### src/rtl/dram_ctl.sv
// FPM DRAM controller for one 32-bit SIMM bank: RAS/CAS sequencing, multiplexed address,
// 32-bit DSACK termination and periodic CAS-before-RAS refresh. All outputs are registered.
module dram_ctl #(
  parameter int ROW_BITS     = 11,
  parameter int COL_BITS     = 11,
  parameter int TRCD         = 2,
  parameter int TRP          = 3,
  parameter int TRAS         = 4,
  parameter int REFRESH_CLKS = 780
) (
  input  logic                         DRAM_CLK,
  input  logic                         nRST,
  input  logic                         nAS,
  input  logic                         nDS,
  input  logic                         RnW,
  input  logic [1:0]                   SIZ,
  input  logic                         nDRAMSEL,
  input  logic [ROW_BITS+COL_BITS+1:0] ADDR,
  output logic [ROW_BITS-1:0]          MA,
  output logic                         nRAS,
  output logic [3:0]                   nCAS,
  output logic                         nWE,
  output logic [1:0]                   DSACK,
  output logic [2:0]                   fsm_state
);

  localparam int RCW = $clog2(REFRESH_CLKS);

  typedef enum logic [2:0] {IDLE, RCD, CAS, HOLD, REF_CAS, REF_RAS, PRE} state_t;

  state_t                state, state_nx;
  logic [7:0]            cnt, cnt_nx;
  logic                  req_q;
  logic                  ref_pend;
  logic                  ref_clr;
  logic [RCW-1:0]        ref_cnt;
  logic [ROW_BITS-1:0]   row, col;
  logic [ROW_BITS-1:0]   ma_nx;
  logic                  nras_nx, nwe_nx;
  logic [3:0]            ncas_nx, lanes;
  logic [1:0]            dsack_nx;

  assign row       = ADDR[ROW_BITS+COL_BITS+1:COL_BITS+2];
  assign col       = ROW_BITS'(ADDR[COL_BITS+1:2]);
  assign fsm_state = state;

  // 68030 byte-enable table for a 32-bit port; nCAS[3] is byte offset 0 (D31:24).
  always_comb begin
    lanes = 4'hF;
    case ({SIZ, ADDR[1:0]})
      4'b00_00: lanes = 4'b0000;
      4'b00_01: lanes = 4'b1000;
      4'b00_10: lanes = 4'b1100;
      4'b00_11: lanes = 4'b1110;
      4'b01_00: lanes = 4'b0111;
      4'b01_01: lanes = 4'b1011;
      4'b01_10: lanes = 4'b1101;
      4'b01_11: lanes = 4'b1110;
      4'b10_00: lanes = 4'b0011;
      4'b10_01: lanes = 4'b1001;
      4'b10_10: lanes = 4'b1100;
      4'b10_11: lanes = 4'b1110;
      4'b11_00: lanes = 4'b0001;
      4'b11_01: lanes = 4'b1000;
      4'b11_10: lanes = 4'b1100;
      4'b11_11: lanes = 4'b1110;
      default:  lanes = 4'hF;
    endcase
  end

  always_comb begin
    state_nx = state;
    cnt_nx   = cnt;
    ma_nx    = MA;
    nras_nx  = nRAS;
    ncas_nx  = nCAS;
    nwe_nx   = nWE;
    dsack_nx = DSACK;
    ref_clr  = 1'b0;
    case (state)
      IDLE: begin
        ma_nx = row;
        if (ref_pend) begin
          ncas_nx  = 4'h0;
          state_nx = REF_CAS;
        end else if (req_q) begin
          nras_nx  = 1'b0;
          nwe_nx   = RnW;
          cnt_nx   = '0;
          state_nx = RCD;
        end
      end
      RCD: begin
        ma_nx = col;
        if (nAS) begin
          nras_nx  = 1'b1;
          nwe_nx   = 1'b1;
          cnt_nx   = '0;
          state_nx = PRE;
        end else if (cnt >= 8'(TRCD - 1)) begin
          // A write waits here, without timeout, until the CPU's data strobe is seen.
          if (RnW || !nDS) begin
            ncas_nx  = RnW ? 4'h0 : lanes;
            dsack_nx = 2'b11;
            state_nx = CAS;
          end
        end else begin
          cnt_nx = cnt + 8'd1;
        end
      end
      CAS, HOLD: begin
        if (nAS) begin
          nras_nx  = 1'b1;
          ncas_nx  = 4'hF;
          nwe_nx   = 1'b1;
          dsack_nx = 2'b00;
          cnt_nx   = '0;
          state_nx = PRE;
        end else begin
          state_nx = HOLD;
        end
      end
      REF_CAS: begin
        nras_nx  = 1'b0;
        cnt_nx   = '0;
        state_nx = REF_RAS;
      end
      REF_RAS: begin
        if (cnt >= 8'(TRAS - 1)) begin
          nras_nx  = 1'b1;
          ncas_nx  = 4'hF;
          ref_clr  = 1'b1;
          cnt_nx   = '0;
          state_nx = PRE;
        end else begin
          cnt_nx = cnt + 8'd1;
        end
      end
      PRE: begin
        // The IDLE clock that follows completes the TRP-clock precharge.
        if (cnt >= 8'(TRP - 2)) state_nx = IDLE;
        else                    cnt_nx   = cnt + 8'd1;
      end
      default: state_nx = IDLE;
    endcase
  end

  always_ff @(posedge DRAM_CLK or negedge nRST) begin
    if (!nRST) begin
      state    <= IDLE;
      cnt      <= '0;
      req_q    <= 1'b0;
      ref_pend <= 1'b0;
      ref_cnt  <= RCW'(REFRESH_CLKS - 1);
      MA       <= '0;
      nRAS     <= 1'b1;
      nCAS     <= 4'hF;
      nWE      <= 1'b1;
      DSACK    <= 2'b00;
    end else begin
      state <= state_nx;
      cnt   <= cnt_nx;
      req_q <= ~nAS & ~nDRAMSEL;
      MA    <= ma_nx;
      nRAS  <= nras_nx;
      nCAS  <= ncas_nx;
      nWE   <= nwe_nx;
      DSACK <= dsack_nx;
      if (ref_cnt == '0) begin
        ref_cnt  <= RCW'(REFRESH_CLKS - 1);
        ref_pend <= 1'b1;
      end else begin
        ref_cnt <= ref_cnt - 1'b1;
        if (ref_clr) ref_pend <= 1'b0;
      end
    end
  end

endmodule

### config.mk
export PLATFORM = sky130hd
export DESIGN_NAME = dram_ctl
export DESIGN_NICKNAME = d
export VERILOG_FILES = /design/src/rtl/dram_ctl.sv
export SDC_FILE = /design/constraint.sdc
export NUM_CORES = 1
export LEC_CHECK = 0
export ABC_AREA = 1
export ABC_CLOCK_PERIOD_IN_PS = 4260
export BUFFER_PORTS_ARGS = -buffer_cell sky130_fd_sc_hd__buf_2
export CORE_ASPECT_RATIO = 0.5
export CORE_MARGIN = 2
export CORE_UTILIZATION = 40
export DETAILED_ROUTE_END_ITERATION = 7
export PLACE_DENSITY_LB_ADDON = 0.1
export SYNTH_ARGS = -nofsm -noshare
export SYNTH_HDL_FRONTEND = slang
export SYNTH_SLANG_ARGS = --single-unit
### constraint.sdc
create_clock -name DRAM_CLK -period 4.26 [get_ports DRAM_CLK]
set_input_delay 1.065 -clock DRAM_CLK [delete_from_list [all_inputs] [get_ports DRAM_CLK]]
set_output_delay 1.065 -clock DRAM_CLK [all_outputs]
set_load 0.005 [all_outputs]
* Yosys cells after proc, flatten, opt, wreduce, memory -nomap -nowiden
Memories as Yosys holds them, arrays and structs flattened.
Cells that the tools add are included.
** Storage, ports and cells
- Register bits :: 42
- Latch bits :: 0
- Memory bits (writable) :: 0
- ROM bits :: 64
- Input port bits :: 32
- Logic and storage cells :: 99
- Memories :: 1
** Cells by class
- Add/sub/neg operators :: 2
- Multiply operators :: 0
- Div/mod/pow operators :: 0
- $lt $le $gt $ge :: 2
- Equality and inequality tests :: 19
- Shift operators :: 0
- Muxes and demuxes :: 43
- Bitwise gates (word level) :: 3
- Reductions and logical operators :: 19
** Memory list
- (no name shown) :: depth 16, bits a word 4, read ports 1, clocked after memory_dff 0, wr ports 0, line 50 : case ({SIZ, ADDR[1:0]})
** Operators with widths (count)
- $mux 8 :: 6
- $pmux 8 s6 :: 1
- $mux 4 :: 7
- $mux 3 :: 8
- $pmux 11 s2 :: 1
- $ne 2x2->1 const B :: 9
- $pmux 3 s6 :: 1
- $pmux 4 s4 :: 1
- $reduce_and 5->1 :: 3
- $logic_not 10->1 :: 1
- $mux 1 :: 10
- $mux 10 :: 1
- $sub 10x1->10 const B :: 1
- $eq 3x3->1 const B :: 3
- $ne 3x3->1 const B :: 3
- $add 8x1->8 const B :: 1
- $ge 8x1->1 const B :: 1
- $ge 8x2->1 const B :: 1
- $mux 2 :: 4
- $reduce_and 4->1 :: 2
- $reduce_bool 2->1 :: 4
- $reduce_bool 4->1 :: 2
- $reduce_and 7->1 :: 1
- $eq 3x2->1 const B :: 2
- 13 further kinds :: 14

* Longest topological paths before layout
Gate-level depths: netlist of the first run.
- Depth in word-level cells :: 6
- Gate-level depth with buffers :: 11
- Depth with buffers taken out :: 11

* Least setup slack after synthesis of the first run
No wires, ideal clock.
- Kind :: input to register
- Start :: input ADDR[0]
- End :: register nCAS[1]
- Setup time :: 0.061 ns
- Data arrival time :: 1.780 ns
- Data required time :: 4.199 ns
- Setup slack :: 2.419 ns
- Stages on the path :: 9
- Path buffers :: 0
- Path through :: inv_1 ha_1 inv_1 nand2_1 nand3_1 nand3_1 nand2_1 nand3_1 nand2_1
** On the way
- Cells in the longest elaborated chain, start to end :: 6
** Ends and longest elaborated chain
- start: declaration :: line 18 : input logic [ROW_BITS+COL_BITS+1:0] ADDR,
- $mem_v2 16x4
- $mux 4 :: line 103 : ncas_nx = RnW ? 4'h0 : lanes;
- $mux 4 :: line 102 : if (RnW || !nDS) begin
- $mux 4 :: line 100 : end else if (cnt >= 8'(TRCD - 1)) begin
- $mux 4 :: line 95 : if (nAS) begin
- $pmux 4 s4 :: line 80 : case (state)
- end signal: assignment :: line 166 : nCAS <= ncas_nx;
- end: declaration :: line 21 : output logic [3:0] nCAS,
Every way passes these cells. The select of a mux whose other input is x is not followed.
A chain may end at the register's enable or synchronous reset.

* Final worst setup path of the first run
- Start :: register state[1] (netlist: fsm_state[1])
- End :: output fsm_state[1]
** RTL lines
- start: declaration :: line 31 : state_t state, state_nx;
- start signal: assignment :: line 161 : state <= state_nx;
- end: declaration :: line 24 : output logic [2:0] fsm_state
No word-level cell between the ends.

==> results.py, run 1 <==
metrics = {
    "run_status": {
        "status": "completed",
    },
    "clock_network": {
        "cts_hold_buf": 0,
        "cts_tree": "done",
        "cts_sinks": 41,
        "clock_latency_ns": 0.28,
        "post_cts_buffers": 0,
        "cts-htree-levels": 2,
        "numCtsBuffers": 5,
        "ctsResizeCount": 0,
        "path_clk_slew_ns": 0.06,
        "clockBufferDepth": 2,
        "ctsRootBufferMaster": "clkbuf_16",
    },
    "synth": {
        "ys_ff_latch": 41,
        "synthDistinctLibCells": 30,
        "syn_nets": 366,
        "yosysTopAreaCell": "dfrtp_1",
        "syn_inst": 325,
        "ys_seq_area_share_pct": 42.9,
        "synth_top_area_share_pct": 30.9,
        "synth.avg_cell_area_sq_um": 7.46,
        "yosysWarnings": 0,
        "syn_area_sq_um": 2430,
        "synth_area_leaders": "dfrtp_1 31%, nand2_1 17%, dfstp_2 12%, nand3_1 7.6%, nor2_1 5.1%",
    },
    "hold_path": {
        "worst_hold_path_type": "reg -> reg",
    },
    "pwr": {
        "power_density_nw_per_um2": 652,
        "peakVddDrop_uv": 269,
        "power.total_uw": 1890,
        "p_leak_uw": 0.00157,
    },
    "timing": {
        "rsz0062_at_grt": "false",
        "fin_skew_ns": 0.00774,
        "max_freq_ghz": 0.450,
        "final.setup.tns_ns": 0,
        "hold_ws_ns": 0.463,
        "setup_viol": 0,
        "slew_headroom_pct": 39.4,
        "drv_slew": 0,
        "worst_slew_pin_slew_ns": 0.908,
        "hold_viol_final": 0,
        "period_share_pct": 52.2,
        "period_needed_ns": 2.22,
    },
    "die": {
        "placement_rows": 19,
        "fp.dieH_um": 59.1,
        "start_util_pct": 42.9,
        "io_pins": 54,
        "die_w_um": 114,
        "coreArea_sq_um": 5660,
        "die_area_sq_um": 6740,
    },
    "route": {
        "route.detailed.drc": 0,
        "wire_per_inst_um": 11.6,
        "wirelength_um": 5240,
        "viasPerCell": 4.86,
        "drt-pass1-iter-count": 4,
        "ant_nets": 0,
        "vias": 2196,
        "drt_iter0_markers": 142,
    },
    "grt": {
        "antenna_found_initial": 0,
        "grtUsageTotal_pct": 17.3,
        "grt_first_pass_wirelength_um": 9260,
        "gr-total-overflow": 0,
        "grt_max_degree": 42,
        "grt_pass1_vias": 2167,
    },
    "placed_design": {
        "placedInstanceArea_sq_um": 2730,
        "gp_congestion": 0.910,
        "hpwlAfterDp_um": 4040,
        "port_buffers": 53,
    },
    "critical_path": {
        "critPathLaunchType": "flop",
        "cp.buffers_inverters": 1,
        "crit_family": "flip-flops",
        "cp_max_fo": 11,
        "cp.required_ns": 3.19,
        "crit_chain": "buf_2",
        "crit_type": "reg -> out",
        "critical_path.slowest_cell": "dfrtp_1",
        "end_kind": "output port",
        "max_stage_delay_ns": 0.67,
        "worst_ep_arrival_time_ns": 1.16,
    },
    "layout": {
        "post-route-util_pct": 51.3,
        "syn2layout_area_growth_pct": 19.6,
        "postLayoutCellArea_sq_um": 2900,
        "num-nets-final": 419,
        "regArea_sq_um": 1040,
        "antennaDiodeCount": 0,
        "fillers": 554,
        "multi_input_area_sq_um": 1190,
        "drive_gt1_share_pct": 26.9,
    },
    "run": {
        "max_cap_violations": 0,
    },
}
==> placed cells by master (no fill, tap or decap) <==
master	n
clkbuf_16	5
buf_2	53
nand3_1	37
nor2_4	2
o31ai_1	1
o2111ai_1	1
nand3_2	4
a21oi_2	1
inv_1	29
a21oi_1	3
nor2_2	5
dfrtp_1	30
nor2_8	1
inv_2	9
or2_2	1
dfstp_2	11
a31oi_1	3
bufinv_16	1
o21ai_0	13
xnor2_1	1
clkinvlp_4	1
o21ai_1	2
clkinv_4	1
nand2_4	1
nand2_2	6
nand2_1	107
nand4_1	2
nor3_1	2
xor2_1	4
nor2_1	33
ha_1	9
==> registers in the layout (all words and copies together) (netlist names) <==
name	flops
MA	11
ref_cnt	10
cnt	8
nCAS	4
fsm_state	3
DSACK	1
nRAS	1
nWE	1
ref_pend	1
req_q	1
==> kinds of logic after synthesis <==
logic type	count (synthesis)	share of synthesized area, %
AO/OA/AOI/OAI	24	5.52
flip-flops	41	42.9
XOR/XNOR	5	1.80
buffers and inverters	45	7.99
AND/OR/NAND/NOR	201	37.2
adder cells (fa/ha/maj)	9	4.64
==> cells in the mapped netlist <==
library cell,n
nand2_4,1
inv_2,9
a21oi_1,3
a31oi_1,3
nor2_2,5
dfstp_2,11
buf_4,2
o2111ai_1,1
inv_1,29
nor3_1,2
nand3_2,4
o21ai_0,13
nand2_2,6
buf_2,2
dfrtp_1,30
ha_1,9
xnor2_1,1
xor2_1,4
clkbuf_1,1
o31ai_1,1
nor2_8,1
o21ai_1,2
nor2_1,33
nor2_4,2
a21oi_2,1
nand3_1,37
nand4_1,2
buf_6,2
or2_2,1
nand2_1,107
==> layer usage <==
metal,vias to the layer above,wire (um),track usage [%]
li1,1125,-,-
met1,1010,2520,21.8
met2,55,2410,30.8
met3,6,241,3.68
met4,0,65,5.23
met5,-,0,0
==> worst register-to-register path, stage by stage, from the launching register on <==
cell and delay (ns):
dfrtp_1 0.57, nor2_8 0.26, nand2_2 0.09, inv_2 0.18, nand2_2 0.11, nor2_2 0.10, nor2_2 0.06, nand2_2 0.08
nand2_1 0.05, nand2_1 0.07
==> per-stage QoR <==
stage | worst slack, ns | instances
2_1_floorplan | 2.42 | 325
3_3_place_gp | 2.22 | 444
3_5_place_dp | 2.18 | 444
4_1_cts | 2.03 | 452
5_1_grt | 2.00 | 452
6_report | 2.04 | 452
==> cell type report <==
| class | count | area share, % |
|---|---|---|
| inverters | 38 | 4.91 |
| repair buffers | 53 | 9.14 |
| well taps | 73 | 3.15 |
| flip-flops and latches | 41 | 35.8 |
| multi-input cells | 239 | 41.1 |
| clock inverters | 3 | 1.59 |
| clock buffers | 5 | 4.31 |
==> power by group <==
part / internal, uW / total (uW) / switching, uW
Combinational: 314 / 834 / 520
Clock: 277 / 431 / 154
Sequential: 521 / 627 / 105
Total: 1110 / 1890 / 780
==> final timing paths <==
kind,startpoint,to,slack (ns),cells after the start
worst max-delay path,fsm_state[1],fsm_state[1],2.04,1
worst min-delay path,nCAS[2],nCAS[2],0.46,2
worst max register to register,fsm_state[1],fsm_state[1],2.63,9
worst min register to register,nCAS[2],nCAS[2],0.46,2
max in group asynchronous,nRST,ref_cnt[5],2.78,1
min in group asynchronous,nRST,cnt[1],0.90,1
Power figures use the tool's default switching activity.
==> inputs of run 2 (changes only) <==
ABC_AREA = 0   (was 1)
ABC_CLOCK_PERIOD_IN_PS = 2200   (was 4260)
clock period = 2.2 ns   (was 4.26 ns; I/O delays follow)
==> results.py, run 2 <==
metrics = {
    "synth": {
        "yosysWarnings": 0,
        "syn_inst": 225,
        "synth_top_area_share_pct": 33.0,
        "syn_nets": 266,
        "synth.avg_cell_area_sq_um": 10.1,
        "synth.most_common_cell": "dfrtp_1",
        "syn_area_sq_um": 2270,
        "ys_ff_latch": 41,
        "synth_ff_type": "dfrtp_1",
        "ys_seq_area_share_pct": 45.7,
        "synthDistinctLibCells": 52,
        "yosysTopAreaCell": "dfrtp_1",
        "synth_area_leaders": "dfrtp_1 33%, dfstp_2 13%, mux2i_1 5.7%, ha_1 5.0%, o21ai_0 4.6%",
        "synthTopCellsByCount": "30 x dfrtp_1, 22 x nand2_1, 21 x o21ai_0, 16 x nor2_1",
        "synth-edff-count": 0,
        "synthArstFlopShare_pct": 100,
    },
    "clock_network": {
        "numCtsBuffers": 5,
        "clock_latency_ns": 0.28,
        "cts_tree": "done",
        "cts_sinks": 41,
        "cts-htree-levels": 2,
        "path_clk_slew_ns": 0.06,
        "ctsRootBufferMaster": "clkbuf_16",
        "post_cts_buffers": 0,
        "ctsResizeCount": 0,
        "cts_hold_buf": 0,
        "clockBufferDepth": 2,
    },
    "placed_design": {
        "port_buffers": 53,
        "hpwlAfterDp_um": 3570,
        "dp_slack_ns": 0.368,
        "gp_congestion": 0.857,
        "placedInstanceArea_sq_um": 2620,
    },
    "route": {
        "wirelength_um": 4820,
        "route.detailed.drc": 0,
        "ant_nets": 0,
        "wire_per_inst_um": 13.6,
        "viasPerCell": 5.09,
        "drt-pass1-iter-count": 4,
        "drt_iter0_markers": 123,
        "vias": 1797,
    },
    "layout": {
        "num-nets-final": 320,
        "final_common_cell": "buf_2",
        "post-route-util_pct": 51.1,
        "largest_register_ffs": 11,
        "final_cell_mix": "53 x buf_2, 30 x dfrtp_1, 22 x nand2_1",
        "postLayoutCellArea_sq_um": 2810,
        "regMostFlops": "MA",
        "syn2layout_area_growth_pct": 23.3,
        "reg_top3": "MA x11, ref_cnt x10, cnt x8",
        "antennaDiodeCount": 0,
        "fillers": 500,
        "drive_gt1_share_pct": 32.9,
    },
    "critical_path": {
        "critPathLaunchType": "flop",
        "cp.required_ns": 2.41,
        "worst_ep_arrival_time_ns": 2.07,
        "reg2reg_depth": 6,
        "end_kind": "flop",
        "crit_type": "reg -> reg",
        "cp_max_fo": 4,
    },
    "timing": {
        "rsz0062_at_grt": "false",
        "slew_headroom_pct": 60.9,
        "fin_skew_ns": 0.00138,
        "max_freq_ghz": 0.537,
        "setup_viol": 0,
        "hold_viol_final": 0,
        "setup_ws_ns": 0.338,
        "final.setup.tns_ns": 0,
        "worst_slew_pin_slew_ns": 0.585,
        "period_share_pct": 84.6,
        "period_needed_ns": 1.86,
        "drv_slew": 0,
    },
    "pwr": {
        "p_leak_uw": 0.00139,
        "peakVddDrop_uv": 533,
        "power_density_nw_per_um2": 1250,
        "power.total_uw": 3510,
    },
    "die": {
        "die_w_um": 111,
        "fp.dieH_um": 57.3,
        "start_util_pct": 41.4,
        "placement_rows": 19,
        "die_area_sq_um": 6340,
        "io_pins": 54,
        "coreArea_sq_um": 5490,
    },
    "grt": {
        "antenna_found_initial": 0,
        "grt_max_degree": 38,
        "grtUsageTotal_pct": 16.4,
        "grt_pass1_vias": 1808,
        "gr-total-overflow": 0,
        "grt_first_pass_wirelength_um": 8230,
    },
    "run": {
        "max_cap_violations": 0,
    },
    "hold_path": {
        "worst_hold_path_type": "in -> async",
    },
    "run_status": {
        "status": "completed",
    },
}
==> run 2: cell count changes in the layout (fill, tap and decap cells not counted), moves of 7 or more <==
cell      change
a21oi_1       +8
inv_1        -16
inv_2         -9
mux2i_1      +13
nand2_1      -85
nand2b_1      +7
nand3_1      -36
nor2_1       -17
o21ai_0       +8
==> run 2: logic make-up after synthesis <==
family | Yosys count | share of synthesized area (%)
muxes | 20 | 9.35
DFF | 41 | 45.7
adders and majority gates | 9 | 4.95
and+or+nand+nor | 74 | 18.2
xor gates and xnor gates | 4 | 1.54
buffers and inverters | 22 | 4.40
AOI/OAI and AO/OA | 55 | 15.8
==> run 2: worst max-delay path: stages, from the launching register on <==
cell	delay (ns)
dfrtp_1	0.40
inv_1	0.09
ha_1	0.13
nor2b_1	0.32
a32oi_1	0.17
o2111ai_2	0.29
mux2_2	0.38
==> run 2: through the flow <==
| step | cells | hold slack (ns) |
|---|---|---|
| after floorplan | 225 | 0.254 |
| after detailed placement | 345 | 0.381 |
| final | 353 | 0.0815 |
| after global routing | 353 | 0.0894 |
| after CTS | 353 | 0.0837 |
| after global placement | 345 | 0.381 |
==> run 2: worst paths after layout <==
path | start | to | slack, ns
max reg2reg | cnt[0] | nCAS[0] | 0.34
min reg2reg | nRAS | nRAS | 0.47
max in group asynchronous | nRST | nCAS[0] | 1.64
max | cnt[0] | nCAS[0] | 0.34
min in group DRAM_CLK | nDRAMSEL | req_q | 0.41
min | nRST | ref_cnt[6] | 0.08
==> run 2: cell type report <==
type	instances	area, sq um	area share, %
Multi-Input combinational cell	162	1130	40.5
Inverter	13	48.8	1.74
Timing Repair Buffer	56	300	10.7
Clock buffer	5	125	4.46
Sequential cell	41	1040	37.1
Clock inverter	3	65.1	2.32
Tap cell	73	91.3	3.26
==> run 2: report_power, final <==
| part | internal [uW] | leakage [uW] | switching, uW |
|---|---|---|---|
| clock network | 648 | 0.0000938 | 289 |
| logic | 654 | 0.000804 | 725 |
| registers | 1010 | 0.000490 | 189 |
| total | 2310 | 0.00139 | 1200 |
==> run 2: metal layers <==
layer	track usage, %	wire length (um)	vias up
li1	-	-	896
met1	21.0	2290	836
met2	26.6	2120	55
met3	5.42	308	10
met4	5.71	91	0
met5	0	0	-
